$ cat config.mk
export PLATFORM = sky130hd
export DESIGN_NAME = oam_dma_arbiter_flat
export DESIGN_NICKNAME = d
export VERILOG_FILES = /design/src/rtl/oam_dma_arbiter_pkg.sv /design/src/rtl/oam_dma_arbiter_if.sv /design/src/rtl/oam_dma_arbiter_engine.sv /design/src/rtl/oam_dma_arbiter.sv /design/src/flat_wrapper.sv
export SDC_FILE = /design/constraint.sdc
export NUM_CORES = 1
export LEC_CHECK = 0
export ABC_AREA = 1
export CORE_UTILIZATION = 40
export DETAILED_ROUTE_END_ITERATION = 8
export GPL_TIMING_DRIVEN = 0
export HOLD_SLACK_MARGIN = 0.06
export PLACE_DENSITY = 0.84
export SLEW_MARGIN = 20
export SYNTH_ARGS = -nofsm -noshare
export SYNTH_HDL_FRONTEND = slang
export SYNTH_SLANG_ARGS = --single-unit
$ cat constraint.sdc
create_clock -name clk -period 2.9 [get_ports clk]
set_input_delay 0.87 -clock clk [delete_from_list [all_inputs] [get_ports clk]]
set_output_delay 0.87 -clock clk [all_outputs]
set_load 0.02 [all_outputs]
$ cat src/rtl/oam_dma_arbiter_pkg.sv
// oam_dma_arbiter_pkg: shared OAM DMA types and constants (package gb_pkg).
// Optional macro DMA_BUS_LOCK_EN is consumed by oam_dma_arbiter.
package gb_pkg;
    typedef enum logic [1:0] {DmaIdle, DmaStart, DmaXfer} dma_state_e;
    localparam logic [15:0] DMA_REG_ADDR = 16'hFF46;
    localparam logic [15:0] OAM_BASE = 16'hFE00;
    localparam logic [7:0] HI_PAGE = 8'hFF;
    localparam int DMA_LEN = 160;
    // Echo RAM pages E0-FF alias C0-DF.
    function automatic logic [7:0] src_eff(input logic [7:0] s);
        return s < 8'hE0 ? s : s & 8'hDF;
    endfunction
endpackage

$ cat src/rtl/oam_dma_arbiter_if.sv
// oam_dma_arbiter_if: CPU, main-bus, high-page and OAM signals of the DMA arbiter.
interface oam_dma_arbiter_if;
    logic [15:0] cpu_addr;
    logic        cpu_enable;
    logic        cpu_write;
    logic [7:0]  cpu_wdata;
    logic [7:0]  cpu_rdata;
    logic [15:0] bus_addr;
    logic        bus_enable;
    logic        bus_write;
    logic [7:0]  bus_wdata;
    logic [7:0]  bus_rdata;
    logic [7:0]  hi_addr;
    logic        hi_enable;
    logic        hi_write;
    logic [7:0]  hi_rdata;
    logic [7:0]  oam_addr;
    logic        oam_write;
    logic [7:0]  oam_wdata;
    logic        dma_active;
    modport slave (
        input  cpu_addr, cpu_enable, cpu_write, cpu_wdata, bus_rdata, hi_rdata,
        output cpu_rdata, bus_addr, bus_enable, bus_write, bus_wdata,
               hi_addr, hi_enable, hi_write, oam_addr, oam_write, oam_wdata, dma_active
    );
    modport master (
        output cpu_addr, cpu_enable, cpu_write, cpu_wdata, bus_rdata, hi_rdata,
        input  cpu_rdata, bus_addr, bus_enable, bus_write, bus_wdata,
               hi_addr, hi_enable, hi_write, oam_addr, oam_write, oam_wdata, dma_active
    );
endinterface

$ cat src/rtl/oam_dma_arbiter_engine.sv
// oam_dma_engine: OAM DMA FSM, source/pending-source registers, byte index and OAM strobe.
module oam_dma_engine
    import gb_pkg::*;
#(
    parameter int LEN = DMA_LEN
) (
    input  logic        clk,
    input  logic        reset,
    input  logic        m_end,
    input  logic        reg_wr,
    input  logic        stall,
    input  logic [7:0]  wdata,
    input  logic [7:0]  bus_rdata,
    output logic [15:0] dma_addr,
    output logic [7:0]  src_next,
    output logic [7:0]  oam_addr,
    output logic [7:0]  oam_wdata,
    output logic        oam_write,
    output logic        dma_active
);
    dma_state_e state, state_n;
    logic [7:0] src, src_n, src_next_n, idx, idx_n;
    logic       pend, pend_n, step, last;

    always_ff @(posedge clk) begin
        if (reset) begin
            state    <= DmaIdle;
            src      <= '0;
            src_next <= '0;
            idx      <= '0;
            pend     <= 1'b0;
        end else begin
            state    <= state_n;
            src      <= src_n;
            src_next <= src_next_n;
            idx      <= idx_n;
            pend     <= pend_n;
        end
    end

    assign step = state == DmaXfer && m_end && !stall;
    assign last = idx == 8'(LEN - 1);

    // A restart write only takes effect after the following byte has been copied.
    always_comb begin
        state_n    = state;
        src_n      = src;
        src_next_n = reg_wr ? wdata : src_next;
        idx_n      = idx;
        pend_n     = pend;
        if (state != DmaXfer) begin
            if (reg_wr) begin
                state_n = DmaStart;
                src_n   = wdata;
            end else if (state == DmaStart && m_end) begin
                state_n = DmaXfer;
                idx_n   = '0;
            end
        end else begin
            if (reg_wr)
                pend_n = 1'b1;
            if (step && pend) begin
                src_n  = src_next_n;
                idx_n  = '0;
                pend_n = 1'b0;
            end else if (step && last) begin
                state_n = reg_wr ? DmaStart : DmaIdle;
                src_n   = reg_wr ? wdata : src;
                idx_n   = '0;
                pend_n  = 1'b0;
            end else if (step) begin
                idx_n = idx + 8'd1;
            end
        end
    end

    assign dma_active = state == DmaXfer;
    assign dma_addr   = {src_eff(src), idx};
    assign oam_write  = step && !reset;
    assign oam_addr   = idx;
    assign oam_wdata  = oam_write ? bus_rdata : '0;
endmodule

$ cat src/rtl/oam_dma_arbiter.sv
// oam_dma_arbiter: FF46 OAM DMA register and CPU/DMA main-bus sharing.
// Define DMA_BUS_LOCK_EN to block CPU main-bus access during a transfer; otherwise the CPU has priority.
module oam_dma_arbiter
    import gb_pkg::*;
#(
    parameter int          LEN      = DMA_LEN,
    parameter logic [15:0] REG_ADDR = DMA_REG_ADDR
) (
    input logic             clk,
    input logic             reset,
    oam_dma_arbiter_if.slave io
);
    logic [1:0]  tc;
    logic [15:0] dma_addr;
    logic [7:0]  src_next;
    logic        m_end, is_reg, is_hi, cpu_main, reg_wr, stall, dma_own, cpu_bus;

    always_ff @(posedge clk) begin
        if (reset)
            tc <= '0;
        else
            tc <= tc + 2'd1;
    end

    assign m_end    = tc == 2'd3;
    assign is_reg   = io.cpu_addr == REG_ADDR;
    assign is_hi    = io.cpu_addr[15:8] == HI_PAGE && !is_reg;
    assign cpu_main = io.cpu_enable && io.cpu_addr[15:8] != HI_PAGE;
    assign reg_wr   = io.cpu_enable && io.cpu_write && is_reg && m_end;
`ifdef DMA_BUS_LOCK_EN
    assign stall = 1'b0;
`else
    assign stall = cpu_main;
`endif

    oam_dma_engine #(.LEN(LEN)) engine (
        .clk       (clk),
        .reset     (reset),
        .m_end     (m_end),
        .reg_wr    (reg_wr),
        .stall     (stall),
        .wdata     (io.cpu_wdata),
        .bus_rdata (io.bus_rdata),
        .dma_addr  (dma_addr),
        .src_next  (src_next),
        .oam_addr  (io.oam_addr),
        .oam_wdata (io.oam_wdata),
        .oam_write (io.oam_write),
        .dma_active(io.dma_active)
    );

    // When the DMA owns the bus, CPU main-bus writes are dropped and reads see open bus.
    assign dma_own       = io.dma_active && !stall;
    assign cpu_bus       = cpu_main && !dma_own;
    assign io.bus_addr   = dma_own ? dma_addr : cpu_bus ? io.cpu_addr : '0;
    assign io.bus_enable = dma_own || cpu_bus;
    assign io.bus_write  = cpu_bus && io.cpu_write;
    assign io.bus_wdata  = io.bus_write ? io.cpu_wdata : '0;
    assign io.hi_enable  = io.cpu_enable && is_hi;
    assign io.hi_addr    = io.hi_enable ? io.cpu_addr[7:0] : '0;
    assign io.hi_write   = io.hi_enable && io.cpu_write;
    assign io.cpu_rdata  = is_reg ? src_next : is_hi ? io.hi_rdata : dma_own ? 8'hFF : io.bus_rdata;
endmodule
$ cat src/flat_wrapper.sv
// flat-port wrapper written by rule: the top's interface ports become plain ports
module oam_dma_arbiter_flat import gb_pkg::*;
#(
    parameter int          LEN      = DMA_LEN,
    parameter logic [15:0] REG_ADDR = DMA_REG_ADDR
)
  (clk, reset, io_cpu_addr, io_cpu_enable, io_cpu_write, io_cpu_wdata, io_bus_rdata, io_hi_rdata, io_cpu_rdata, io_bus_addr, io_bus_enable, io_bus_write, io_bus_wdata, io_hi_addr, io_hi_enable, io_hi_write, io_oam_addr, io_oam_write, io_oam_wdata, io_dma_active);
  oam_dma_arbiter_if io_i ();
  input logic clk;
  input logic reset;
  input wire logic [$bits(io_i.cpu_addr)-1:0] io_cpu_addr;
  input wire logic [$bits(io_i.cpu_enable)-1:0] io_cpu_enable;
  input wire logic [$bits(io_i.cpu_write)-1:0] io_cpu_write;
  input wire logic [$bits(io_i.cpu_wdata)-1:0] io_cpu_wdata;
  input wire logic [$bits(io_i.bus_rdata)-1:0] io_bus_rdata;
  input wire logic [$bits(io_i.hi_rdata)-1:0] io_hi_rdata;
  output wire logic [$bits(io_i.cpu_rdata)-1:0] io_cpu_rdata;
  output wire logic [$bits(io_i.bus_addr)-1:0] io_bus_addr;
  output wire logic [$bits(io_i.bus_enable)-1:0] io_bus_enable;
  output wire logic [$bits(io_i.bus_write)-1:0] io_bus_write;
  output wire logic [$bits(io_i.bus_wdata)-1:0] io_bus_wdata;
  output wire logic [$bits(io_i.hi_addr)-1:0] io_hi_addr;
  output wire logic [$bits(io_i.hi_enable)-1:0] io_hi_enable;
  output wire logic [$bits(io_i.hi_write)-1:0] io_hi_write;
  output wire logic [$bits(io_i.oam_addr)-1:0] io_oam_addr;
  output wire logic [$bits(io_i.oam_write)-1:0] io_oam_write;
  output wire logic [$bits(io_i.oam_wdata)-1:0] io_oam_wdata;
  output wire logic [$bits(io_i.dma_active)-1:0] io_dma_active;
  assign io_i.cpu_addr = io_cpu_addr;
  assign io_i.cpu_enable = io_cpu_enable;
  assign io_i.cpu_write = io_cpu_write;
  assign io_i.cpu_wdata = io_cpu_wdata;
  assign io_i.bus_rdata = io_bus_rdata;
  assign io_i.hi_rdata = io_hi_rdata;
  assign io_cpu_rdata = io_i.cpu_rdata;
  assign io_bus_addr = io_i.bus_addr;
  assign io_bus_enable = io_i.bus_enable;
  assign io_bus_write = io_i.bus_write;
  assign io_bus_wdata = io_i.bus_wdata;
  assign io_hi_addr = io_i.hi_addr;
  assign io_hi_enable = io_i.hi_enable;
  assign io_hi_write = io_i.hi_write;
  assign io_oam_addr = io_i.oam_addr;
  assign io_oam_write = io_i.oam_write;
  assign io_oam_wdata = io_i.oam_wdata;
  assign io_dma_active = io_i.dma_active;
  oam_dma_arbiter #(.LEN(LEN), .REG_ADDR(REG_ADDR)) u_core (.clk(clk), .reset(reset), .io(io_i));
endmodule
==> flow_metrics.env <==
export IMPL_synth_seq_area_share_pct=28.2
export IMPL_design_area_sq_um=3610
export IMPL_drt_iter0_markers=265
export IMPL_synth_top_cell_area_share_pct=28.2
export IMPL_start_util_pct=42.5
export IMPL_htreeDepth=2
export IMPL_syn_to_final_growth_pct=75.1
export IMPL_syn_nets=392
export IMPL_grt_pass1_vias=2354
export IMPL_nets=536
export IMPL_cts_buffer_depth=2
export IMPL_finalWorstSetupSlack_ps=-73.0
export IMPL_arrival_ps=2100
export IMPL_antenna_found_initial=0
export IMPL_synth_most_common_cell="nand2_1"
export IMPL_power_leakage_nw=1.82
export IMPL_worst_endpoint_required_ps=2030
export IMPL_grt_usage_pct=25.5
export IMPL_grt_ovfl_total=0
export IMPL_path_clk_slew_ps=60
export IMPL_crit_type="input pin to output port"
export IMPL_synth_area_leaders="dfxtp_1 28%, nand2_1 17%, nor2_1 9.3%, nand3_1 9.2%, inv_1 8.7%"
export IMPL_power_density_nw_per_um2=268
export IMPL_ios=106
export IMPL_syn_area_sq_um=2060
export IMPL_grt_max_degree=11
export IMPL_yosys_top_cells_count="96 x nand2_1, 51 x nor2_1, 48 x inv_1"
export IMPL_place_congestion=0.891
export IMPL_synth_cells=346
export IMPL_hold_violations=0
export IMPL_postCtsHoldBufs=0
export IMPL_vias=2860
export IMPL_die_x_um=73.8
export IMPL_ys_warn_count=0
export IMPL_critPathMaxFanout=10
export IMPL_min_period_ps=2970
export IMPL_cts_root_buffer="clkbuf_8"
export IMPL_numCtsBuffers=5
export IMPL_rsz0062_at_grt="yes"
export IMPL_synth_edf_count=0
export IMPL_synth_seq_cells=29
export IMPL_antenna_left=0
export IMPL_grt_pass1_wl_um=10500
export IMPL_ys_flop_type="dfxtp_1"
export IMPL_violations="setup timing"
export IMPL_fin_skew_ps=5.54
export IMPL_die_area_sq_um=5450
export IMPL_antenna_diode_count=0
export IMPL_fin_util_pct=74.5
export IMPL_status="finished, violations left"
export IMPL_cp_end_kind="output port"
export IMPL_cts_tree="done"
export IMPL_first_pass_iters=5
export IMPL_rows=25
export IMPL_post_route_cells_drive_above_1_share_pct=38.1
export IMPL_wl_per_cell_um=14.6
export IMPL_vias_per_cell=5.13
export IMPL_setup_tns_ps=-297
export IMPL_place_area_sq_um=3220
export IMPL_dp_hpwl_um=5120
export IMPL_worstSetupStartpointType="input pin"
export IMPL_core_sq_um=4850
export IMPL_synth_distinct_cells=25
export IMPL_drv_slew=0
export IMPL_setup_viol=8
export IMPL_cts_sinks=29
export IMPL_maxSlewHeadroom_pct=63.4
export IMPL_die_height_um=73.8
export IMPL_fin_crit_sh_pct=103
export IMPL_port_buffers=105
export IMPL_clock_fmax_mhz=336
export IMPL_worst_pin_slew_ps=548
export IMPL_drv_cap=0
export IMPL_clock_latency_ps=290
export IMPL_yosysTopAreaCell="dfxtp_1"
export IMPL_irDropWorstVdd_uv=292
export IMPL_avgSynthCellArea_sq_um=5.96
export IMPL_drc=0
export IMPL_hold_class="flop to flop"
export IMPL_async_flop_share_pct=0
export IMPL_routed_wl_um=8140
## through the flow
| stage | total power, W | hold slack [ps] | worst slack, ps | instances |
|---|---|---|---|---|
| after CTS | 0.000950 | 434 | -23.7 | 548 |
| final | 0.000966 | 432 | -73.0 | 558 |
| after floorplan | 0.000491 | 399 | -13.0 | 346 |
| after global placement | 0.000613 | 407 | -1280 | 518 |
| after global routing | 0.00100 | 446 | -113 | 558 |
| after detailed placement | 0.000614 | 424 | -1270 | 518 |
## registers in the layout (all words and copies together), names as in the netlist
name and count:
u_core.engine.oam_addr 8, u_core.engine.src 8, u_core.engine.src_next 8, u_core.engine.state 2
u_core.tc 2, u_core.engine.pend 1
## final timing paths
path / cells after the start / start / slack, ps / endpoint
min reg2reg: 1 / u_core.tc[0]$_SDFF_PP0_ / 430 / u_core.tc[0]$_SDFF_PP0_
min: 1 / u_core.tc[0]$_SDFF_PP0_ / 430 / u_core.tc[0]$_SDFF_PP0_
max reg2reg: 10 / u_core.engine.oam_addr[0]$_SDFFE_PP0P_ / 1030 / u_core.engine.src[3]$_SDFFE_PP0P_
max: 11 / io_cpu_addr[15] / -70 / io_cpu_rdata[5]
## cells in the final DEF (no fill, tap or decap), drive strengths merged, types with 5 or more instances in the layout
cell           netlist  layout
a21oi               15      15
a22o                 5       5
buf                 14     102
clkbuf               3      11
clkdlybuf4s15        0       6
clkdlybuf4s50        0      33
dfxtp               29      29
dlygate4sd2          0       5
inv                 52      51
nand2               98      99
nand3               40      40
nor2                56      56
o21ai               13      13
o22ai                8       8
## routing by layer
metal | global-route usage [%] | wire length [um] | up-vias | part of all wire [%]
met5 | 0 | 0 | - | 0
met2 | 43.6 | 4080 | 163 | 50
met1 | 31.4 | 3060 | 1281 | 38
li1 | - | - | 1385 | -
met3 | 4.39 | 710 | 31 | 8.7
met4 | 10.9 | 297 | 0 | 3.6
## critical path: stages
cell	delay, ps
buf_6	90
nand2_2	80
nor2_4	40
nand2_4	90
nand2_4	80
nand2_2	110
inv_2	70
buf_4	180
o21ai_1	220
nand3_2	110
buf_6	150
## report_power, final
| part | switching [W] | internal, W |
|---|---|---|
| logic | 0.000117 | 0.000118 |
| clock network | 0.000164 | 0.000165 |
| registers | 0.000000914 | 0.000401 |
## area by class of cell
| cell class | count | area, sq um |
|---|---|---|
| buffer | 17 | 129 |
| clock buffer | 5 | 68.8 |
| clock inverter | 3 | 17.5 |
| fill | 357 | 1240 |
| inverter | 53 | 208 |
| multi-input combinational | 248 | 1360 |
| sequential | 29 | 581 |
| tap | 67 | 83.8 |
| timing repair buffer | 136 | 1160 |
## repair_timing
item / 4_1_cts / 5_1_grt
gates resized for setup: 312 / 60
endpoints found under the setup margin: 53 / 51
pin swaps: 27 / 17
gates cloned: 0 / 1
buffers inserted: 22 / 9
## cell families (layout without fill, tap and decap cells)
logic type | after synthesis | count (layout) | share of synthesized area, %
flip-flops | 29 | 29 | 28.2
adder cells (fa/ha/maj) | 2 | 2 | 1.21
AO/OA/AOI/OAI | 42 | 42 | 13.2
buffers and inverters | 70 | 214 | 14.8
AND/OR/NAND/NOR | 203 | 204 | 42.7
(Power assumes the default switching activity.)
